$ cat src/rtl/ascon_fsm_ctrl.sv
// ascon_fsm_ctrl - sequencing FSM for the ASCON-128 permutation_xor datapath
// (encryption only).
//
// Phases: LOAD, INIT (pa, 12 rounds), per-AD-block pb, per-PT-block pb,
// FINAL (pa), then a one-cycle DONE pulse. The first pb round of every block
// runs in the same cycle the block is accepted (WAIT_* state). That round
// always uses round index 6, except for the last PT block, whose accept cycle
// is round 0 of the finalisation permutation.
//
// Parameters:
//   AD_BLOCKS  number of 64-bit associated-data blocks (0 allowed)
//   PT_BLOCKS  number of 64-bit plaintext blocks (>=1)
//
// Ports:
//   clock_i, reset_i (async, active-high)
//   start_i            start one encryption (sampled in IDLE only)
//   data_valid_i       block present on datapath data_i
//   data_ready_o       FSM can take a block this cycle
//   round_o            round index to datapath
//   en_reg_state_o     state register enable
//   state_mode_o       0 = load IV||K||N, 1 = permutation output
//   en_xor_key_begin_o, en_xor_data_o, en_xor_key_end_o, en_xor_lsb_o
//   en_cipher_o, en_tag_o, busy_o, done_o
//
// Optional macro ASCON_FSM_ABORT_EN: adds abort_i, which returns any
// non-IDLE state to IDLE on the next edge with no captures in that cycle.
module ascon_fsm_ctrl #(
  parameter int AD_BLOCKS = 1,
  parameter int PT_BLOCKS = 4
) (
  input  logic       clock_i,
  input  logic       reset_i,
  input  logic       start_i,
  input  logic       data_valid_i,
`ifdef ASCON_FSM_ABORT_EN
  input  logic       abort_i,
`endif
  output logic       data_ready_o,
  output logic [3:0] round_o,
  output logic       en_reg_state_o,
  output logic       state_mode_o,
  output logic       en_xor_key_begin_o,
  output logic       en_xor_data_o,
  output logic       en_xor_key_end_o,
  output logic       en_xor_lsb_o,
  output logic       en_cipher_o,
  output logic       en_tag_o,
  output logic       busy_o,
  output logic       done_o
);

  localparam int MAXB = (AD_BLOCKS > PT_BLOCKS) ? AD_BLOCKS : PT_BLOCKS;
  localparam int BW   = (MAXB < 1) ? 1 : $clog2(MAXB + 1);
  localparam logic [BW-1:0] AD_LAST = BW'(AD_BLOCKS);     // count after last AD accept
  localparam logic [BW-1:0] PT_LAST = BW'(PT_BLOCKS - 1); // index of last PT block

  typedef enum logic [3:0] {
    S_IDLE, S_LOAD, S_INIT, S_WAIT_AD, S_AD_RND, S_WAIT_PT, S_PT_RND, S_FINAL, S_DONE
  } state_t;

  state_t          state, state_nxt;
  logic [3:0]      rnd, rnd_nxt;
  logic [BW-1:0]   blk, blk_nxt;

  always_ff @(posedge clock_i or posedge reset_i) begin
    if (reset_i) begin
      state <= S_IDLE;
      rnd   <= '0;
      blk   <= '0;
    end else begin
      state <= state_nxt;
      rnd   <= rnd_nxt;
      blk   <= blk_nxt;
    end
  end

  always_comb begin
    state_nxt          = state;
    rnd_nxt            = rnd;
    blk_nxt            = blk;
    data_ready_o       = 1'b0;
    round_o            = 4'd0;
    en_reg_state_o     = 1'b0;
    state_mode_o       = 1'b0;
    en_xor_key_begin_o = 1'b0;
    en_xor_data_o      = 1'b0;
    en_xor_key_end_o   = 1'b0;
    en_xor_lsb_o       = 1'b0;
    en_cipher_o        = 1'b0;
    en_tag_o           = 1'b0;
    busy_o             = 1'b1;
    done_o             = 1'b0;
    case (state)
      S_IDLE: begin
        busy_o  = 1'b0;
        rnd_nxt = 4'd0;
        blk_nxt = '0;
        if (start_i) state_nxt = S_LOAD;
      end
      S_LOAD: begin
        en_reg_state_o = 1'b1;
        rnd_nxt        = 4'd0;
        state_nxt      = S_INIT;
      end
      S_INIT: begin
        en_reg_state_o = 1'b1;
        state_mode_o   = 1'b1;
        round_o        = rnd;
        if (rnd == 4'd11) begin
          en_xor_key_end_o = 1'b1;
          // With no AD the domain-separation bit lands right after init.
          en_xor_lsb_o     = (AD_BLOCKS == 0);
          state_nxt        = (AD_BLOCKS == 0) ? S_WAIT_PT : S_WAIT_AD;
          rnd_nxt          = 4'd0;
          blk_nxt          = '0;
        end else begin
          rnd_nxt = rnd + 4'd1;
        end
      end
      S_WAIT_AD: begin
        data_ready_o   = 1'b1;
        state_mode_o   = 1'b1;
        round_o        = 4'd6;
        en_reg_state_o = data_valid_i;
        en_xor_data_o  = data_valid_i;
        if (data_valid_i) begin
          rnd_nxt   = 4'd7;
          blk_nxt   = blk + 1'b1;
          state_nxt = S_AD_RND;
        end
      end
      S_AD_RND: begin
        en_reg_state_o = 1'b1;
        state_mode_o   = 1'b1;
        round_o        = rnd;
        if (rnd == 4'd11) begin
          if (blk == AD_LAST) begin
            en_xor_lsb_o = 1'b1;
            blk_nxt      = '0;
            state_nxt    = S_WAIT_PT;
          end else begin
            state_nxt    = S_WAIT_AD;
          end
        end else begin
          rnd_nxt = rnd + 4'd1;
        end
      end
      S_WAIT_PT: begin
        data_ready_o       = 1'b1;
        state_mode_o       = 1'b1;
        round_o            = (blk == PT_LAST) ? 4'd0 : 4'd6;
        en_reg_state_o     = data_valid_i;
        en_xor_data_o      = data_valid_i;
        en_cipher_o        = data_valid_i;
        en_xor_key_begin_o = data_valid_i && (blk == PT_LAST);
        if (data_valid_i) begin
          if (blk == PT_LAST) begin
            rnd_nxt   = 4'd1;
            state_nxt = S_FINAL;
          end else begin
            rnd_nxt   = 4'd7;
            blk_nxt   = blk + 1'b1;
            state_nxt = S_PT_RND;
          end
        end
      end
      S_PT_RND: begin
        en_reg_state_o = 1'b1;
        state_mode_o   = 1'b1;
        round_o        = rnd;
        if (rnd == 4'd11) state_nxt = S_WAIT_PT;
        else              rnd_nxt   = rnd + 4'd1;
      end
      S_FINAL: begin
        en_reg_state_o = 1'b1;
        state_mode_o   = 1'b1;
        round_o        = rnd;
        if (rnd == 4'd11) begin
          en_xor_key_end_o = 1'b1;
          en_tag_o         = 1'b1;
          state_nxt        = S_DONE;
        end else begin
          rnd_nxt = rnd + 4'd1;
        end
      end
      S_DONE: begin
        done_o    = 1'b1;
        state_nxt = S_IDLE;
      end
      default: begin
        busy_o    = 1'b0;
        state_nxt = S_IDLE;
      end
    endcase
`ifdef ASCON_FSM_ABORT_EN
    // Abort wins over everything: no captures or done in this cycle; busy
    // stays high until IDLE is reached on the next edge.
    if (abort_i && state != S_IDLE) begin
      state_nxt          = S_IDLE;
      rnd_nxt            = 4'd0;
      blk_nxt            = '0;
      data_ready_o       = 1'b0;
      round_o            = 4'd0;
      en_reg_state_o     = 1'b0;
      state_mode_o       = 1'b0;
      en_xor_key_begin_o = 1'b0;
      en_xor_data_o      = 1'b0;
      en_xor_key_end_o   = 1'b0;
      en_xor_lsb_o       = 1'b0;
      en_cipher_o        = 1'b0;
      en_tag_o           = 1'b0;
      done_o             = 1'b0;
    end
`endif
  end

endmodule

$ cat config.mk
export PLATFORM = sky130hd
export DESIGN_NAME = ascon_fsm_ctrl
export DESIGN_NICKNAME = d
export VERILOG_FILES = /design/src/rtl/ascon_fsm_ctrl.sv
export SDC_FILE = /design/constraint.sdc
export NUM_CORES = 1
export LEC_CHECK = 0
export ABC_CLOCK_PERIOD_IN_PS = 3600
export CORE_AREA = 2 2 57 59
export CTS_CLUSTER_SIZE = 30
export DETAILED_ROUTE_END_ITERATION = 10
export DIE_AREA = 0 0 59 61
export DONT_BUFFER_PORTS = 1
export PLACE_DENSITY = 0.54
export RECOVER_POWER = 25
export REMOVE_ABC_BUFFERS = 1
export SLEW_MARGIN = 20
export SYNTH_ARGS = -nofsm -noshare
export SYNTH_HDL_FRONTEND = slang
export SYNTH_SLANG_ARGS = --single-unit
$ cat constraint.sdc
create_clock -name clock_i -period 3.6 [get_ports clock_i]
set_clock_uncertainty 0.05 [all_clocks]
set_input_delay 0.72 -clock clock_i [delete_from_list [all_inputs] [get_ports clock_i]]
set_output_delay 0.72 -clock clock_i [all_outputs]
set_load 0.01 [all_outputs]
## Word-level counts from Yosys, hierarchy flattened

Cells that the tools add are included.

| operators by class | value |
|---|---|
| $add $sub $neg | 2 |
| muxes and demuxes | 39 |
| equal/unequal tests | 21 |
| reduce and logical (&&, ||, !) cells | 15 |

Operators by type and width:

| cell | number |
|---|---|
| 4-bit 2-to-1 mux | 11 |
| 4-bit one-hot mux with 8 select lines | 1 |
| 3-bit 2-to-1 mux | 9 |
| 2-bit inequality test, second input constant | 10 |
| 4-bit one-hot mux with 5 select lines | 1 |
| 4-bit by 3-bit == test with 1-bit output, second input constant | 4 |
| 3-bit one-hot mux with 5 select lines | 1 |
| 1-bit 2-to-1 mux | 14 |
| 7-bit AND reduction | 2 |
| 4-bit one-hot mux with 3 select lines | 1 |
| 5-bit nonzero test | 2 |
| 4-bit by 2-bit == test with 1-bit output, second input constant | 2 |
| 4-bit == test, second input constant | 2 |
| 8-bit OR reduction | 1 |
| 2-bit OR reduction | 3 |
| 6-bit OR reduction | 1 |
| 5-bit OR reduction | 1 |
| 4-bit by 1-bit adder with 4-bit output, second input constant | 1 |
| 4-bit by 1-bit == test with 1-bit output, second input constant | 1 |
| 4-bit logical NOT | 1 |
| 4-bit AND reduction | 1 |
| 4-bit OR reduction | 1 |
| 3-bit by 1-bit adder with 3-bit output, second input constant | 1 |
| 3-bit by 1-bit == test with 1-bit output, second input constant | 1 |
| 4 further kinds | 4 |

| storage, ports and cells | value |
|---|---|
| register bits after elaboration | 11 |
| word-level logic and storage cells | 80 |
| input bits | 4 |

## Depth between registers and ports, before layout

Gate-level depths: netlist (run 1).

| logic depth | value |
|---|---|
| word-level depth | 4 |
| gate-level depth with buffers | 6 |

## Least setup slack after synthesis (run 1)

No wires, ideal clock.

| timing path | value |
|---|---|
| kind | flip-flop to output port |
| from | reg rnd[0] (netlist name) |
| to | out en_xor_data_o |
| data required time | 2.830 ns |
| stages on the path, launching flop included | 7 |
| buffers on the path | 1 |
| setup slack | 1.265 ns |
| data arrival time | 1.565 ns |
| cells stage by stage | dfrtp_1 -> ha_1 -> and3b_1 -> buf_6 -> a311o_1 -> nand2b_4 -> nor2_1 |

RTL lines:

| element | line | RTL |
|---|---|---|
| end: declaration | 43 | `output logic en_xor_data_o,` |

## Worst setup path in the final report (run 1)

| timing path | value |
|---|---|
| from | reg state[2] |
| to | out en_xor_data_o |

| between the ends | value |
|---|---|
| longest elaborated chain between the ends | 3 |

RTL lines:

| element | line | RTL |
|---|---|---|
| start: declaration | 61 | `state_t state, state_nxt;` |
| start signal: assignment | 71 | `state <= state_nxt;` |
| 4-bit by 3-bit == test with 1-bit output or 4-bit by 2-bit == test with 1-bit output (tied branches) | 93 | `case (state)` |
| 2-bit OR reduction (no line) * | -- |  |
| 1-bit 2-to-1 mux * | 93 |  |

Mark *: on every way between the ends. The rest lies on a longest branch, timed or not.

==> results of run 1 <==
-- through the flow --
stage          instances  total power, mW  utilization, %  area [um2]
5_1_grt              155            0.947            34.8        1030
3_5_place_dp         151            0.764            33.9        1000
2_1_floorplan        118            0.657               -         960
4_1_cts              155            0.854            34.8        1030
3_3_place_gp         151            0.750            33.9        1000
6_report             155            0.847            34.8        1030
-- critical path, delay by kind of cell, from the launching register on --
kind               cells  cell delay [ns]
AOI/OAI and AO/OA      1             0.33
DFF                    1             0.76
and+or+nand+nor        2             0.70
-- placed cells by master, fill, tap and decap left out, types with 2 or more instances in the layout --
cell type  instances
o31ai_1            2
nand3_1            3
mux2_2             3
and2_1             2
o21ai_0            8
a21oi_1            6
dfrtp_1           11
clkbuf_4           3
a21o_1             2
o21bai_1           2
nor3_1             5
nor2_1            16
inv_1              7
nor3b_1            3
nand2_1            9
nor2b_1            5
o211ai_1           3
nand2b_1           2
and3b_1            2
o31a_1             2
nand3b_1           2
a21boi_0           2
ha_1               4
-- sequential cells by signal, summed over array words and instances, names as in the netlist --
name,cells
rnd,4
blk,3
state,4
-- synth_stat cells (2+ instances only) --
master	count	area share, %
o21ai_0	8	4.0
nor3_1	5	2.5
nand3b_1	2	1.5
mux2_2	3	3.4
o211ai_1	3	2.2
nor3b_1	3	2.2
nand3_1	3	1.5
o31ai_1	2	1.5
and2_1	2	1.2
nand2_1	9	3.4
ha_1	4	5.0
nand2b_1	2	1.2
o21bai_1	2	1.5
a21oi_1	6	3.0
buf_2	3	1.5
dfrtp_1	11	27
inv_1	7	2.6
o31a_1	2	1.7
clkbuf_1	5	1.9
a21boi_0	2	1.5
nor2b_1	5	3.1
and3b_1	2	1.7
nor2_1	16	6.0
a21o_1	2	1.5
-- worst max-delay path by stage --
stage,end,slack (ns),startpoint,depth (start not counted)
detailed placement,en_xor_data_o,1.08,state[2],3
global route,en_xor_data_o,0.55,state[2],3
CTS,en_xor_data_o,0.77,state[2],3
finish,en_xor_data_o,0.77,state[2],3
floorplan,en_xor_data_o,1.32,rnd[0],5
global placement,en_xor_data_o,1.14,state[2],3
-- logic make-up (layout without fill, tap and decap cells) --
family          count (synthesis)  in the layout  synth area share (%)
mux                             4              4                  4.86
xor+xnor                        1              1                 0.872
simple gates                   57             57                  31.4
flops                          11             11                  27.4
compound gates                 34             34                  23.4
buf+inv                        16             11                  7.10
fa+ha+maj                       4              4                  4.98
-- final cells by class --
type | instances | area [um2]
well taps | 33 | 41.3
clock buffers | 4 | 26.3
flip-flops and latches | 11 | 275
inverters | 7 | 26.3
fillers | 327 | 1930
multi-input cells | 100 | 658
-- where the power goes --
part / internal [mW] / switching, mW
Clock: 0.0428 / 0.0417
Combinational: 0.218 / 0.263
Sequential: 0.167 / 0.114
Total: 0.428 / 0.419
-- metal layers --
metal	routed length (um)	vias to the layer above	share of wire, %	global-route usage, %
met5	0	-	0	0
met4	17	0	0.74	5.19
met3	71	2	3.1	1.92
met2	1140	22	50	25.6
met1	1080	435	47	20.2
li1	-	438	-	-
==> impl_metrics.tcl, run 1 <==
set metrics [dict create \
    worst_path_largest_cell_delay_ns 0.76 \
    place_congestion 0.791 \
    pre_cts_ws_ns 1.08 \
    layout_min_cycle_time_ns 2.83 \
    grt_max_degree 25 \
    avgSynthCellArea_um2 7.91 \
    cts-buffers-inserted 3 \
    drtAntennaViolNets 0 \
    cap_violations 0 \
    worst_slew_pin_slew_ns 0.739 \
    row_count 20 \
    root_buffer "clkbuf_4" \
    cts.reportedPaths.clkPinSlew_ns 0.08 \
    clock_path_buffers 2 \
    setup_tns_ns 0 \
    timing.rr.start "state[2]" \
    fin_crit_sh_pct 78.7 \
    path_max_fanout 24 \
    r2r_end "blk[0]" \
    synthToLayoutAreaGrowth_pct 2.24 \
    die_y_um 61 \
    r2r_cells 4 \
    grt_pass1_wl_mm 4.21 \
    drt-initial-drc-count 19 \
    n_antenna_cell 0 \
    dominantRegCellSynth "dfrtp_1" \
    start_util_pct 34.0 \
    drive_gt1_share_pct 9.84 \
    crit_path_cell_trace "nor2b_2 -> o21ai_0 -> nor2_1" \
    drc 0 \
    critPathCaptureType "output pin" \
    ys_types 42 \
    max-vdd-ir-drop_uv 346 \
    cts_sinks 11 \
    fmax_mhz 353 \
    setup_slack_ns 0.767 \
    cts_hold_buf 0 \
    leakagePower_nw 0.415 \
    arrival_ns 2.06 \
    port_buffers 0 \
    io_pins 19 \
    hpwl_mm 1.68 \
    synth_edf_count 0 \
    synth-seq-cells 11 \
    syn-cell-area_um2 1000 \
    status "finished, final reports clean" \
    cp.required_ns 2.83 \
    rsz0062_at_grt "false" \
    first_pass_iters 4 \
    grt_antenna_before_repair 0 \
    cts_tree "done" \
    slowest_stage "dfrtp_1" \
    num_vias 897 \
    worstHoldPathType "in2async" \
    start_kind "flip-flop" \
    ctsResizeCount 0 \
    clk_latency_ns 0.27 \
    routedWlPerCell_um 14.9 \
    ys_seq_area_share_pct 27.4 \
    nNetsFinal 131 \
    fin_hold_ws_ns 0.287 \
    die_width_um 59 \
    finalMaxSlewViolations 0 \
    fp.dieArea_um2 3600 \
    r2r_slack_ns 1.38 \
    yosys_warnings 0 \
    crit_type "reg2out" \
    powerDensity_nw_per_um2 825 \
    fp.coreArea_um2 2950 \
    postCtsSetupBuffers 0 \
    relSlewSlack_pct 50.2 \
    grtUsageTotal_pct 15.2 \
    cts_htree_levels 1 \
    grt_pass1_vias 892 \
    setup_viol 0 \
    wl_mm 2.31 \
    final_hold_viol_count 0 \
    async_reset_ff_share_pct 100 \
    routed_via_density 5.79 \
    synth_cells 127 \
    overflow 0 \
]
(Power assumes the default switching activity.)
==> run 2, diff against run 1 <==
--- a/config.mk
+++ b/config.mk
@@ -5,13 +5,13 @@
 export SDC_FILE = /design/constraint.sdc
 export NUM_CORES = 1
 export LEC_CHECK = 0
-export ABC_CLOCK_PERIOD_IN_PS = 3600
+export ABC_CLOCK_PERIOD_IN_PS = 2400
 export CORE_AREA = 2 2 57 59
 export CTS_CLUSTER_SIZE = 30
 export DETAILED_ROUTE_END_ITERATION = 10
 export DIE_AREA = 0 0 59 61
 export DONT_BUFFER_PORTS = 1
-export PLACE_DENSITY = 0.54
+export PLACE_DENSITY = 0.55
 export RECOVER_POWER = 25
 export REMOVE_ABC_BUFFERS = 1
 export SLEW_MARGIN = 20
==> constraint.sdc (replaced) <==
create_clock -name clock_i -period 2.4 [get_ports clock_i]
set_clock_uncertainty 0.05 [all_clocks]
set_input_delay 0.48 -clock clock_i [delete_from_list [all_inputs] [get_ports clock_i]]
set_output_delay 0.48 -clock clock_i [all_outputs]
set_load 0.01 [all_outputs]
==> run 2 against run 1 <==
- highest routed layer unchanged
- worst hold slack got worse by 0.25 ns
- first-iteration DRC count rose by 32%
- register-to-register slack got worse by 0.99 ns
- clock power rose by 56%
- core utilization rose by 1.9 points
- sequential power rose by 23%
- wire length rose by 5.7%
- flip-flop and latch count did not move
- global-route usage rose by 0.41 points
- cell count rose by 3.9%
- die area did not move
- critical path type unchanged
==> impl_metrics.tcl, run 2 (synthesis gave the netlist of run 1 again) <==
set metrics [dict create \
    grtUsageTotal_pct 15.6 \
    drive_gt1_share_pct 17.2 \
    nNetsFinal 137 \
    start_kind "flip-flop" \
    grt_max_degree 20 \
    row_count 20 \
    layout_min_cycle_time_ns 2.28 \
    drt-initial-drc-count 25 \
    die_y_um 61 \
    hpwl_mm 1.82 \
    wl_mm 2.44 \
    grt_pass1_vias 916 \
    final_cell_mix "15 x nor2_1, 10 x dfrtp_1, 9 x nand2_1, 8 x o21ai_0, 7 x inv_1" \
    finalMaxSlewViolations 0 \
    drc 0 \
    fillers 305 \
    cts_htree_levels 1 \
    place_congestion 0.891 \
    port_buffers 0 \
    cts.reportedPaths.clkPinSlew_ns 0.08 \
    final_hold_viol_count 0 \
    n_antenna_cell 0 \
    cts-buffers-inserted 3 \
    fp.coreArea_um2 2950 \
    final_area_um2 1080 \
    pre_cts_ws_ns 0.249 \
    fin_crit_sh_pct 94.9 \
    root_buffer "clkbuf_4" \
    grt_antenna_before_repair 0 \
    clock_path_buffers 2 \
    io_pins 19 \
    fin_hold_ws_ns 0.0389 \
    arrival_ns 1.75 \
    routed_via_density 5.85 \
    finalCoreUtilization_pct 36.7 \
    setup_tns_ns 0 \
    first_pass_iters 4 \
    leakagePower_nw 0.442 \
    routedWlPerCell_um 15.1 \
    fmax_mhz 439 \
    crit_path_cell_trace "ha_2 -> and3b_2 -> a311o_1 -> nand2b_4 -> nor2_4" \
    final_common_cell "nor2_1" \
    reg_top3 "rnd: 4 flops, state: 4 flops, blk: 3 flops" \
    drtAntennaViolNets 0 \
    worst_path_largest_cell_delay_ns 0.41 \
    die_width_um 59 \
    powerDensity_nw_per_um2 1270 \
    overflow 0 \
    worst_slew_pin_slew_ns 0.659 \
    cts_tree "done" \
    max-vdd-ir-drop_uv 439 \
    finalNonFillerCells 161 \
    num_vias 942 \
    rsz0062_at_grt "false" \
    critPathCaptureType "output pin" \
    status "finished, final reports clean" \
    dpl.cell_count 156 \
    worstHoldPathType "in2async" \
    start_util_pct 34.0 \
    synthToLayoutAreaGrowth_pct 7.97 \
    cts_sinks 11 \
    setup_slack_ns 0.123 \
    power_mw 1.38 \
    cap_violations 0 \
    setup_viol 0 \
    clk_latency_ns 0.27 \
    path_max_fanout 6 \
    crit_type "reg2out" \
    cp.required_ns 1.87 \
    relSlewSlack_pct 56.1 \
    slowest_stage "dfrtp_1" \
    place_area_um2 1040 \
    fp.dieArea_um2 3600 \
    grt_pass1_wl_mm 4.28 \
    cts_hold_buf 0 \
]
==> run 2: changes by cell type in the layout (fill, tap and decap cells not counted) <==
cell     previous run  this run
dfrtp_1            11        10
and3b_2             0         1
nor2_4              0         1
dfrtp_2             0         1
buf_4               0         6
ha_1                4         3
nor2_1             16        15
and3b_1             2         1
ha_2                0         1
==> run 2: power by group <==
group | leakage [nW] | switching, mW | internal (mW) | total [mW]
clock | 0.0150 | 0.0672 | 0.0644 | 0.132
combinational | 0.284 | 0.508 | 0.390 | 0.899
sequential | 0.142 | 0.0932 | 0.254 | 0.347
==> run 2: metal layers <==
metal  track usage (%)  vias to the layer above  share of wire [%]
met5                 0                        -                  0
li1                  -                      456                  -
met4              7.47                        0                2.6
met1              19.9                      461                 46
met2              25.1                       17                 48
met3              3.41                        8                3.3
==> run 2: repair_timing <==
item	in CTS	in global routing
setup endpoints to repair	1	1
buffers inserted	0	1
resized for setup	3	2
pin swaps	0	1
==> run 2: worst paths after layout <==
| kind | start | to | slack (ns) | depth (start not counted) |
|---|---|---|---|---|
| max | rnd[0] | en_xor_data_o | 0.12 | 5 |
| min | reset_i | rnd[3] | 0.04 | 1 |
| max reg2reg | state[1] | blk[1] | 0.39 | 5 |
| min reg2reg | blk[2] | blk[2] | 0.48 | 1 |
| max in group asynchronous | reset_i | state[0] | 1.93 | 1 |
| min in group clock_i | data_valid_i | state[2] | 0.37 | 2 |
==> run 2: worst max-delay path: cells and delay by family, from the launching register on <==
kind | cells | cell delay (ns)
simple gates | 3 | 0.55
flops | 1 | 0.41
compound gates | 1 | 0.30
fa+ha+maj | 1 | 0.22
==> run 2: cell type report <==
| cell class | count | area [um2] | area share [%] |
|---|---|---|---|
| clock buffers | 4 | 26.3 | 2.42 |
| inverters | 7 | 26.3 | 2.42 |
| multi-input cells | 100 | 669 | 61.7 |
| flip-flops and latches | 11 | 277 | 25.5 |
| well taps | 33 | 41.3 | 3.81 |
| repair buffers | 6 | 45.0 | 4.15 |
==> run 3, diff against run 2 <==
--- a/config.mk
+++ b/config.mk
@@ -11,6 +11,7 @@
 export DETAILED_ROUTE_END_ITERATION = 10
 export DIE_AREA = 0 0 59 61
 export DONT_BUFFER_PORTS = 1
+export MAX_ROUTING_LAYER = met4
 export PLACE_DENSITY = 0.55
 export RECOVER_POWER = 25
 export REMOVE_ABC_BUFFERS = 1
==> run 3 against run 2 <==
- sequential share of layout area unchanged
- first-iteration DRC count is 12% higher
- register-to-register slack is essentially flat
- core utilization is the same
- power up 0.16%
- fmax fell by 0.19%
- cell count unchanged
- largest power group unchanged
==> impl_metrics.tcl, run 3 (synthesis gave the netlist of run 1 again) <==
set metrics [dict create \
    cts_htree_levels 1 \
    cts_tree "done" \
    max-vdd-ir-drop_uv 439 \
    cts_hold_buf 0 \
    routedWlPerCell_um 15.3 \
    power_mw 1.38 \
    pre_cts_ws_ns 0.249 \
    drtAntennaViolNets 0 \
    arrival_ns 1.75 \
    fmax_mhz 438 \
    final_area_um2 1080 \
    n_antenna_cell 0 \
    finalNonFillerCells 161 \
    relSlewSlack_pct 56.9 \
    critPathCaptureType "output pin" \
    grt_pass1_vias 913 \
    path_max_fanout 6 \
    reg_top3 "rnd: 4 flops, state: 4 flops, blk: 3 flops" \
    cts.reportedPaths.clkPinSlew_ns 0.08 \
    die_y_um 61 \
    r2r_slack_ns 0.38 \
    die_width_um 59 \
    fp.coreArea_um2 2950 \
    wl_mm 2.46 \
    place_area_um2 1040 \
    final_common_cell "nor2_1" \
    slowest_stage "dfrtp_1" \
    crit_buf_inv 0 \
    grt_pass1_wl_mm 4.29 \
    crit_type "reg2out" \
    root_buffer "clkbuf_4" \
    start_kind "flip-flop" \
    grtUsageTotal_pct 16.2 \
    fin_crit_sh_pct 95.1 \
    cp_top_family "simple AND/OR/NAND/NOR gates" \
    worst_slew_pin_slew_ns 0.647 \
    setup_viol 0 \
    cts-buffers-inserted 3 \
    grt_max_degree 20 \
    setup_slack_ns 0.119 \
    worst_path_largest_cell_delay_ns 0.41 \
    layout_min_cycle_time_ns 2.28 \
    cp.required_ns 1.87 \
    final_hold_viol_count 0 \
    start_util_pct 34.0 \
    rsz0062_at_grt "false" \
    io_pins 19 \
    drc 0 \
    nNetsFinal 137 \
    fp.dieArea_um2 3600 \
    grt_antenna_before_repair 0 \
    cts_sinks 11 \
    port_buffers 0 \
    dpl.cell_count 156 \
    overflow 0 \
    cap_violations 0 \
    drt-initial-drc-count 28 \
    leakagePower_nw 0.442 \
    clk_latency_ns 0.27 \
    final_cell_mix "15 x nor2_1, 10 x dfrtp_1, 9 x nand2_1, 8 x o21ai_0, 7 x inv_1" \
    routed_via_density 5.81 \
    clock_path_buffers 2 \
    place_congestion 0.905 \
    first_pass_iters 4 \
    row_count 20 \
    num_vias 936 \
    setup_tns_ns 0 \
    worstHoldPathType "in2async" \
    crit_path_cell_trace "ha_2 -> and3b_2 -> a311o_1 -> nand2b_4 -> nor2_4" \
    drive_gt1_share_pct 17.2 \
    synthToLayoutAreaGrowth_pct 7.97 \
    status "finished, final reports clean" \
    powerDensity_nw_per_um2 1270 \
    hpwl_mm 1.82 \
    finalMaxSlewViolations 0 \
]
==> run 3: path summary, 6_finish.rpt <==
check,endpoint,from,cells after the start
hold reg to reg,blk[2],blk[2],1
hold / removal,rnd[3],reset_i,1
max in group asynchronous,state[0],reset_i,1
min in group clock_i,state[2],data_valid_i,2
setup reg to reg,blk[1],state[1],5
setup / recovery,en_xor_data_o,rnd[0],5
==> run 3: routing by layer <==
layer	wire, um	global-route usage (%)	vias up
li1	-	-	454
met1	1150	20.2	453
met2	1180	25.2	21
met3	65	3.41	8
met5	0	-	-
met4	64	7.47	0
==> run 3: per-stage QoR <==
| stage | hold slack (ns) | util, % |
|---|---|---|
| 6_report | 0.0398 | 36.7 |
| 5_1_grt | 0.0644 | 36.7 |
| 4_1_cts | 0.0598 | 36.4 |
| 3_5_place_dp | 0.363 | 35.2 |
| 3_3_place_gp | 0.355 | 35.2 |
| 2_1_floorplan | 0.282 | - |
==> run 3: area by class of cell <==
cell class                 instances  area (um2)
clock buffer                       4        26.3
fill                             305        1870
inverter                           7        26.3
multi-input combinational        100         669
sequential                        11         277
tap                               33        41.3
timing repair buffer               6        45.0
==> run 3: what timing repair did <==
item	in CTS	in global routing
setup endpoints to repair	1	1
endpoints found under the hold margin	0	0
resized for setup	3	2
pin swaps	0	1
setup buffers	0	1
==> run 3: power breakdown <==
part           switching [mW]  total, mW  internal, mW  leakage (nW)
sequential             0.0949      0.349         0.254         0.142
combinational           0.509      0.899         0.390         0.284
clock                  0.0670      0.131        0.0643        0.0150
